[src/rtl/spi_master.sv]
// rtl/spi_master.sv - single-clock SPI master: 10-bit command frame out, optional byte read back
module spi_master #(
    parameter int TURN = 2
) (
    input  logic       clk,
    input  logic       rst_n,
    input  logic       start,
    input  logic [1:0] cmd,
    input  logic [7:0] wdata,
    output logic       MOSI,
    input  logic       MISO,
    output logic       SS_N,
    output logic       busy,
    output logic       done,
    output logic [7:0] rdata,
    output logic       rdata_valid
);

    typedef enum logic [2:0] {
        IDLE,
        SEL,
        SHIFT,
        TURN_WAIT,
        RX,
        END
    } state_t;

    localparam logic [3:0] SHIFT_LAST = 4'd9;
    localparam logic [3:0] TURN_LAST  = 4'(TURN - 1);
    localparam logic [3:0] RX_LAST    = 4'd7;

    state_t     state;
    logic [9:0] frame;
    logic       is_read;
    logic [3:0] cnt;
    logic [6:0] rx_sh;
    logic       mosi_q;
    logic       ss_n_q;
    logic       busy_q;
    logic       done_q;
    logic [7:0] rdata_q;
    logic       rdata_valid_q;

    assign MOSI        = mosi_q;
    assign SS_N        = ss_n_q;
    assign busy        = busy_q;
    assign done        = done_q;
    assign rdata       = rdata_q;
    assign rdata_valid = rdata_valid_q;

    // Transfer sequencer; every output is registered alongside the state it belongs to
    always_ff @(posedge clk or negedge rst_n) begin
        if (!rst_n) begin
            state         <= IDLE;
            frame         <= 10'd0;
            is_read       <= 1'b0;
            cnt           <= 4'd0;
            rx_sh         <= 7'd0;
            mosi_q        <= 1'b0;
            ss_n_q        <= 1'b1;
            busy_q        <= 1'b0;
            done_q        <= 1'b0;
            rdata_q       <= 8'h00;
            rdata_valid_q <= 1'b0;
        end else begin
            done_q        <= 1'b0;
            rdata_valid_q <= 1'b0;
            case (state)
                IDLE: begin
                    ss_n_q <= 1'b1;
                    mosi_q <= 1'b0;
                    busy_q <= 1'b0;
                    cnt    <= 4'd0;
                    if (start) begin
                        // The frame is captured here so later cmd/wdata changes are harmless
                        frame   <= {cmd, wdata};
                        is_read <= (cmd == 2'b11);
                        state   <= SEL;
                        ss_n_q  <= 1'b0;
                        mosi_q  <= cmd[1];
                        busy_q  <= 1'b1;
                    end
                end
                SEL: begin
                    state  <= SHIFT;
                    mosi_q <= frame[9];
                    frame  <= {frame[8:0], 1'b0};
                    cnt    <= 4'd0;
                end
                SHIFT: begin
                    if (cnt == SHIFT_LAST) begin
                        cnt    <= 4'd0;
                        mosi_q <= 1'b0;
                        if (is_read) begin
                            state <= TURN_WAIT;
                        end else begin
                            state  <= END;
                            ss_n_q <= 1'b1;
                            done_q <= 1'b1;
                        end
                    end else begin
                        mosi_q <= frame[9];
                        frame  <= {frame[8:0], 1'b0};
                        cnt    <= cnt + 4'd1;
                    end
                end
                TURN_WAIT: begin
                    mosi_q <= 1'b0;
                    if (cnt == TURN_LAST) begin
                        cnt   <= 4'd0;
                        state <= RX;
                    end else begin
                        cnt <= cnt + 4'd1;
                    end
                end
                RX: begin
                    // The eighth sample goes straight into rdata, so only seven bits are held
                    rx_sh <= {rx_sh[5:0], MISO};
                    if (cnt == RX_LAST) begin
                        cnt           <= 4'd0;
                        state         <= END;
                        ss_n_q        <= 1'b1;
                        done_q        <= 1'b1;
                        rdata_q       <= {rx_sh, MISO};
                        rdata_valid_q <= 1'b1;
                    end else begin
                        cnt <= cnt + 4'd1;
                    end
                end
                END: begin
                    state   <= IDLE;
                    busy_q  <= 1'b0;
                    ss_n_q  <= 1'b1;
                    mosi_q  <= 1'b0;
                    is_read <= 1'b0;
                end
                default: begin
                    state  <= IDLE;
                    ss_n_q <= 1'b1;
                    mosi_q <= 1'b0;
                    busy_q <= 1'b0;
                end
            endcase
        end
    end

endmodule

[config.mk]
export PLATFORM = sky130hd
export DESIGN_NAME = spi_master
export DESIGN_NICKNAME = d
export VERILOG_FILES = /design/src/rtl/spi_master.sv
export SDC_FILE = /design/constraint.sdc
export NUM_CORES = 1
export LEC_CHECK = 0
export CORE_UTILIZATION = 34
export CTS_CLUSTER_SIZE = 25
export DETAILED_ROUTE_END_ITERATION = 8
export DONT_BUFFER_PORTS = 1
export SLEW_MARGIN = 5
export SYNTH_ARGS = -nofsm -noshare
export SYNTH_HDL_FRONTEND = slang
export SYNTH_SLANG_ARGS = --single-unit
[constraint.sdc]
create_clock -name clk -period 4 [get_ports clk]
set_input_delay 0.8 -clock clk [delete_from_list [all_inputs] [get_ports clk]]
set_output_delay 0.8 -clock clk [all_outputs]
set_load 0.01 [all_outputs]
==> results of run 1 <==
-- sequential cells by signal, summed over array words and instances (netlist names) --
name	count
rx_sh	7
SS_N	1
frame	10
state	3
is_read	1
cnt	4
rdata	8
busy	1
rdata_valid	1
done	1
MOSI	1
-- power groups by stage --
stage	combinational, mW	clock [mW]	sequential (mW)
2_1_floorplan	0.498	0	0.581
3_3_place_gp	0.495	0	0.637
3_5_place_dp	0.512	0	0.645
4_1_cts	0.515	0.341	0.639
5_1_grt	0.574	0.357	0.661
6_report	0.508	0.328	0.637
-- per-layer routing --
metal	share of wire [%]	vias to the layer above
li1	-	545
met4	0.64	0
met3	8.1	3
met1	43	582
met5	0	-
met2	49	29
-- worst paths after layout --
kind / from / endpoint / slack [ns] / cells past startpoint
hold reg to reg: frame[6] / frame[6] / 0.50 / 1
hold / removal: rst_n / rdata[4] / 0.20 / 0
min in group clk: frame[6] / frame[6] / 0.50 / 1
max in group asynchronous: rst_n / SS_N / 3.62 / 0
setup / recovery: state[0] / rdata[2] / 1.67 / 3
setup reg to reg: state[0] / rdata[2] / 1.67 / 3
-- layout make-up --
cell class,count,share of cell area [%]
sequential,38,47.4
tap,70,4.36
clock inverter,1,1.49
multi-input combinational,103,41.8
inverter,4,0.747
clock buffer,7,4.29
-- through the flow --
step	hold slack [ns]	utilization, %	setup WS (ns)	cells
2_1_floorplan	0.459	-	2.12	154
3_3_place_gp	0.472	36.4	1.73	215
3_5_place_dp	0.489	36.4	1.66	215
4_1_cts	0.189	38.6	1.65	223
5_1_grt	0.179	38.6	1.54	223
6_report	0.205	38.6	1.67	223
-- cell families after synthesis --
family	Yosys count	share of synthesized area, %
compound gates	31	10.2
flops	38	51.0
simple gates	32	9.51
xor+xnor	2	0.938
buf+inv	13	4.09
fa+ha+maj	2	1.34
mux	36	23.0
-- cells in the final DEF, fill, tap and decap left out, drive strengths merged, types with 2 or more instances in the layout --
cell type	instances
nor2b	4
mux2	34
ha	2
mux2i	2
nand2	7
nor3	4
nand2b	2
dfrtp	37
inv	4
nand3b	2
clkbuf	7
a211o	2
a21oi	8
nor2	8
nand3	2
o21ai	13
-- critical path, delay by kind of cell, from the launching register on --
family,cells,cell delay [ns]
DFF,1,0.58
muxes,1,0.40
and+or+nand+nor,2,1.25
==> impl_metrics.tcl, run 1 <==
set metrics [dict create \
    status "complete, no violations" \
    final_area_sq_um 2010 \
    start_kind "register" \
    synth.top_cell.area_share_pct 49.6 \
    comb_power_share_pct 34.5 \
    htree_levels 2 \
    fin_total_pwr_mw 1.47 \
    fill_cells 515 \
    leakage_nw 0.888 \
    clk_path_buf_depth 2 \
    syn_avg_cell_area_sq_um 12.1 \
    ctsHoldBuffers 0 \
    tns_ns 0 \
    die_h_microns 76.1 \
    yosysUniqueCellTypes 38 \
    rows 26 \
    fmax_ghz 0.428 \
    syn-num-nets 170 \
    swShare_pct 32.5 \
    drt_iter0_drc 69 \
    ir_drop_uv 325 \
    dr.pass1.iters 4 \
    setup_viol 0 \
    drc 0 \
    wl_per_cell_microns 14.7 \
    gp_congestion 0.856 \
    clkPwrFrac_pct 22.3 \
    synth.most_common_cell "dfrtp_1" \
    antennaDiodeCount 0 \
    drive_gt1_share_pct 28.1 \
    cp.arrival_ns 2.51 \
    yosys_warnings 0 \
    ant_nets 0 \
    synth_top_flop_cell "dfrtp_1" \
    hold_viol_final 0 \
    cts_tree "done" \
    synth_area_sq_um 1870 \
    track_usage_pct 12.5 \
    grt_pass1_vias 1181 \
    areaGrowthSynthToFinish_pct 7.64 \
    die_w_microns 76.1 \
    grt_max_degree 39 \
    maxCapViolations 0 \
    via_count 1159 \
    grtUsageMet3_pct 5.75 \
    cts_root_buf "clkbuf_8" \
    path_cells "or3b_1 > nor3_4 > mux2_2" \
    fp.dieArea_sq_um 5800 \
    cp_slowest_cell "or3b_1" \
    async_flop_share_pct 100 \
    grt_util_met2_pct 19.6 \
    p_sw_mw 0.479 \
    slew_viol_final 0 \
    critPathKind "reg2reg" \
    routed_via_density 5.20 \
    crit_path_max_fanout 18 \
    power_density_nw_per_um2 733 \
    fin_nets 168 \
    clk_latency_ns 0.28 \
    skew_ns 0.00915 \
    grt_overflow 0 \
    numCtsBuffers 5 \
    synthCells 154 \
    cts.repair.resized 0 \
    placement.io_buffers 0 \
    ys_seq_area_share_pct 51.0 \
    tightestPinTransition_ns 0.640 \
    cts_setup_buffers 0 \
    synth_edf_count 0 \
    clkTransAtPathRegs_ns 0.08 \
    synth_area_leaders "dfrtp_1 50%, mux2_2 15%, mux2_4 5.6%" \
    start_util_pct 35.9 \
    min_period_over_period_pct 58.4 \
    top_usage_layer "met2" \
    cts.sinks 38 \
    grt_setup_unrepaired "no" \
    placed_area_sq_um 1890 \
    seqPwrFrac_pct 43.2 \
    grt_pass1_wl_microns 5750 \
    period_minus_slack_ns 2.33 \
    internal_power_mw 0.995 \
    cpPeakStageDelay_ns 0.63 \
    ff_latch_area_sq_um 952 \
    core_area_sq_um 5200 \
    post-dp-hpwl_microns 2350 \
    antenna_found_initial 0 \
    use_met1_pct 15.3 \
    end_kind "register" \
    yosys.area.top_type "dfrtp_1" \
    io_pins 27 \
    hold_path_class "in2async" \
    wl_microns 3280 \
    cp.required_ns 4.17 \
    synth_commonest_cells "37 x dfrtp_1, 25 x mux2_2, 13 x o21ai_0" \
    ys_ff_latch 38 \
    slew_headroom_pct 57.2 \
    multi_input_area_sq_um 840 \
]
Power figures use the tool's default switching activity.
==> run 2: changes to the inputs <==
==> constraint.sdc (replaced) <==
create_clock -name clk -period 2.4 [get_ports clk]
set_input_delay 0.48 -clock clk [delete_from_list [all_inputs] [get_ports clk]]
set_output_delay 0.48 -clock clk [all_outputs]
set_load 0.01 [all_outputs]
==> impl_metrics.tcl, run 2 (same netlist as run 1, synthesis figures left out) <==
set metrics [dict create \
    start_util_pct 35.9 \
    ant_nets 0 \
    grtUsageMet3_pct 4.43 \
    routed_via_density 5.14 \
    track_usage_pct 12.2 \
    crit_path_max_fanout 14 \
    place_inst 220 \
    grt_max_degree 38 \
    top_usage_layer "met2" \
    io_pins 27 \
    leakage_nw 0.912 \
    grt_overflow 0 \
    antenna_found_initial 0 \
    clk_path_buf_depth 2 \
    core_area_sq_um 5200 \
    setup_viol 0 \
    clk_latency_ns 0.28 \
    fmax_ghz 0.486 \
    wl_microns 3330 \
    use_met1_pct 15.4 \
    dr.pass1.iters 4 \
    hold_path_class "in2async" \
    min_period_over_period_pct 85.8 \
    ir_drop_uv 619 \
    die_w_microns 76.1 \
    r2r_end "rdata[2]" \
    rows 26 \
    layout_commonest_cell "dfrtp_1" \
    wl_per_cell_microns 14.5 \
    slew_viol_final 0 \
    reg2reg_from "state[1]" \
    top_register "frame" \
    slew_headroom_pct 59.9 \
    fill_cells 511 \
    post-dp-hpwl_microns 2290 \
    grt_pass1_vias 1226 \
    period_minus_slack_ns 2.06 \
    cp.arrival_ns 2.22 \
    cts_tree "done" \
    drt_iter0_drc 33 \
    fp.dieArea_sq_um 5800 \
    die_h_microns 76.1 \
    cp_slowest_cell "nor3_4" \
    power_density_nw_per_um2 1170 \
    areaGrowthSynthToFinish_pct 9.38 \
    antennaDiodeCount 0 \
    drc 0 \
    final_util_pct 39.3 \
    cts_root_buf "clkbuf_8" \
    fin_total_pwr_mw 2.40 \
    grt_setup_unrepaired "no" \
    cp.required_ns 2.56 \
    via_count 1177 \
    skew_ns 0.00373 \
    status "complete, no violations" \
    finalNonFillerCells 229 \
    hold_slack_ns 0.0274 \
    final_cell_mix "37 x dfrtp_1, 25 x mux2_2, 13 x o21ai_0, 8 x a21oi_1" \
    cts.sinks 38 \
    htree_levels 2 \
    grt_util_met2_pct 19.9 \
    cpPeakStageDelay_ns 0.54 \
    path_cells "or3b_1 > nor3_4 > mux2_2" \
    drive_gt1_share_pct 30.8 \
    gp_congestion 0.814 \
    ff2ff_path_depth 3 \
    rrSetupSlack_ns 0.34 \
    largest_register_ffs 10 \
    tightestPinTransition_ns 0.600 \
    cts.repair.resized 0 \
    start_kind "register" \
    clkTransAtPathRegs_ns 0.07 \
    placement.io_buffers 0 \
    numCtsBuffers 5 \
    maxCapViolations 0 \
    hold_viol_final 0 \
    end_kind "register" \
    fin_nets 174 \
    critPathKind "reg2reg" \
    grt_pass1_wl_microns 5660 \
    tns_ns 0 \
]
## run 2: cell count changes in the layout (fill, tap and decap cells not counted), sizes merged
cell	delta
buf	+6
bufinv	-1
clkinv	+1
## run 2: stage by stage
stage | instance area [sq um] | worst slack (ns)
2_1_floorplan | 1870 | 0.517
3_3_place_gp | 1930 | 0.404
3_5_place_dp | 1930 | 0.331
4_1_cts | 2040 | 0.317
5_1_grt | 2040 | 0.213
6_report | 2040 | 0.341
## run 2: worst max path at each step
stage | start | endpoint | cells after the start
global route | state[1] | rdata[2] | 3
detailed placement | state[1] | rdata[2] | 3
floorplan | cnt[0] | frame[0] | 7
global placement | state[1] | rdata[2] | 3
finish | state[1] | rdata[2] | 3
CTS | state[1] | rdata[2] | 3
## run 2: metal layers
| layer | vias up | part of all wire (%) |
|---|---|---|
| met4 | 0 | 0 |
| met5 | - | 0 |
| met2 | 37 | 47 |
| met3 | 0 | 6.4 |
| li1 | 552 | - |
| met1 | 588 | 47 |
## run 2: worst max-delay path: cells and delay by family (launching register included)
family	cells	cell delay, ns
and+or+nand+nor	2	1.03
DFF	1	0.53
muxes	1	0.40
## run 2: report_power, final
part / switching (mW) / leakage (nW) / internal (mW)
registers: 0.174 / 0.491 / 0.846
logic: 0.427 / 0.373 / 0.503
clock network: 0.217 / 0.0482 / 0.232
total: 0.818 / 0.912 / 1.58
## run 2: what timing repair did
item                      4_1_cts  5_1_grt
setup buffers                   0        0
hold buffers                    1        0
hold endpoints to repair       37        0
## run 2: layout make-up
cell class	instances	area, sq um	share of cell area [%]
clock buffer	7	86.3	4.23
sequential	38	952	46.6
timing repair buffer	6	57.6	2.82
tap	70	87.6	4.29
clock inverter	1	5.00	0.245
multi-input combinational	103	840	41.1
inverter	4	15.0	0.735
==> run 3: changes to the inputs <==
--- a/config.mk
+++ b/config.mk
@@ -5,10 +5,12 @@
 export SDC_FILE = /design/constraint.sdc
 export NUM_CORES = 1
 export LEC_CHECK = 0
+export CAP_MARGIN = 40
 export CORE_UTILIZATION = 34
 export CTS_CLUSTER_SIZE = 25
 export DETAILED_ROUTE_END_ITERATION = 8
 export DONT_BUFFER_PORTS = 1
+export PLACE_DENSITY = 0.53
 export SLEW_MARGIN = 5
 export SYNTH_ARGS = -nofsm -noshare
 export SYNTH_HDL_FRONTEND = slang
==> impl_metrics.tcl, run 3 (same netlist as run 1, synthesis figures left out) <==
set metrics [dict create \
    status "complete, no violations" \
    start_util_pct 35.9 \
    antennaDiodeCount 0 \
    fill_cells 514 \
    fin_total_pwr_mw 2.41 \
    drt_iter0_drc 30 \
    layout_commonest_cell "dfrtp_1" \
    cts.sinks 38 \
    rows 26 \
    antenna_found_initial 0 \
    period_minus_slack_ns 2.06 \
    numCtsBuffers 5 \
    die_h_microns 76.1 \
    hold_path_class "in2async" \
    clkTransAtPathRegs_ns 0.07 \
    fin_nets 174 \
    ir_drop_uv 476 \
    maxCapViolations 0 \
    clk_latency_ns 0.29 \
    tightestPinTransition_ns 0.591 \
    areaGrowthSynthToFinish_pct 9.38 \
    top_register "frame" \
    slew_viol_final 0 \
    routed_via_density 5.03 \
    final_util_pct 39.3 \
    htree_levels 2 \
    dr.pass1.iters 6 \
    wl_microns 3400 \
    ant_nets 0 \
    cts_tree "done" \
    tns_ns 0 \
    wl_per_cell_microns 14.8 \
    power_density_nw_per_um2 1180 \
    critPathKind "reg2reg" \
    via_count 1151 \
    cp.arrival_ns 2.23 \
    cts_root_buf "clkbuf_8" \
    skew_ns 0.00347 \
    clk_path_buf_depth 2 \
    grt_overflow 0 \
    track_usage_pct 12.6 \
    hold_viol_final 0 \
    grt_pass1_vias 1180 \
    placement.io_buffers 0 \
    cp.required_ns 2.57 \
    end_kind "register" \
    grt_pass1_wl_microns 5680 \
    slew_headroom_pct 60.5 \
    grt_max_degree 38 \
    setup_viol 0 \
    final_cell_mix "37 x dfrtp_1, 25 x mux2_2, 13 x o21ai_0, 8 x a21oi_1" \
    cts.repair.resized 0 \
    fmax_ghz 0.486 \
    largest_register_ffs 10 \
    core_area_sq_um 5200 \
    drc 0 \
    drive_gt1_share_pct 30.8 \
    start_kind "register" \
    crit_path_max_fanout 14 \
    gp_congestion 0.738 \
    grt_setup_unrepaired "no" \
    min_period_over_period_pct 85.8 \
    die_w_microns 76.1 \
    io_pins 27 \
    leakage_nw 0.912 \
    post-dp-hpwl_microns 2310 \
    fp.dieArea_sq_um 5800 \
]
==> run 3: cell counts in the layout (fill, tap and decap cells not counted) <==
Identical to the previous run, type by type.
==> run 3: worst max-delay path, cell delays in order (launching register included) <==
cell and delay, ns:
dfrtp_1 0.52, or3b_1 0.49, nor3_4 0.53, mux2_2 0.40
==> run 3: worst paths after layout <==
check	start	endpoint	slack [ns]	depth (start not counted)
setup / recovery	state[1]	rdata[2]	0.34	3
hold / removal	rst_n	cnt[2]	0.02	1
setup reg to reg	state[1]	rdata[2]	0.34	3
hold reg to reg	frame[0]	frame[0]	0.50	1
max in group asynchronous	rst_n	state[0]	2.18	1
min in group clk	MISO	rdata[0]	0.34	1
==> run 3: where the power goes <==
group / internal, mW / total [mW] / leakage [nW] / switching (mW)
logic: 0.502 / 0.939 / 0.373 / 0.437
registers: 0.846 / 1.02 / 0.491 / 0.176
clock network: 0.232 / 0.446 / 0.0482 / 0.215
==> run 3: final cells by class <==
cell class              count  area, sq um  share of cell area, %
well taps                  70         87.6                   4.29
clock inverters             1         5.00                  0.245
multi-input cells         103          840                   41.1
flip-flops and latches     38          952                   46.6
clock buffers               7         86.3                   4.23
inverters                   4         15.0                  0.735
repair buffers              6         57.6                   2.82
==> run 3: repair_timing <==
item                                    CTS  global route
endpoints found under the setup margin    0             0
setup buffers                             0             0
hold buffers                              1             0
endpoints found under the hold margin    37             0
==> run 3: per-layer routing <==
layer	vias up	track usage, %	part of all wire [%]
met1	560	14.9	47
met2	28	20.5	46
met5	-	0	0
li1	556	-	-
met3	7	4.67	5.7
met4	0	5.19	1.7
==> run 3: through the flow <==
stage / setup slack [ns] / hold slack [ns] / cell area [sq um] / instances
2_1_floorplan: 0.517 / 0.184 / 1870 / 154
3_3_place_gp: 0.398 / 0.186 / 1930 / 220
3_5_place_dp: 0.345 / 0.186 / 1930 / 220
4_1_cts: 0.324 / 0.0153 / 2040 / 229
5_1_grt: 0.240 / 0.00986 / 2040 / 229
6_report: 0.341 / 0.0189 / 2040 / 229
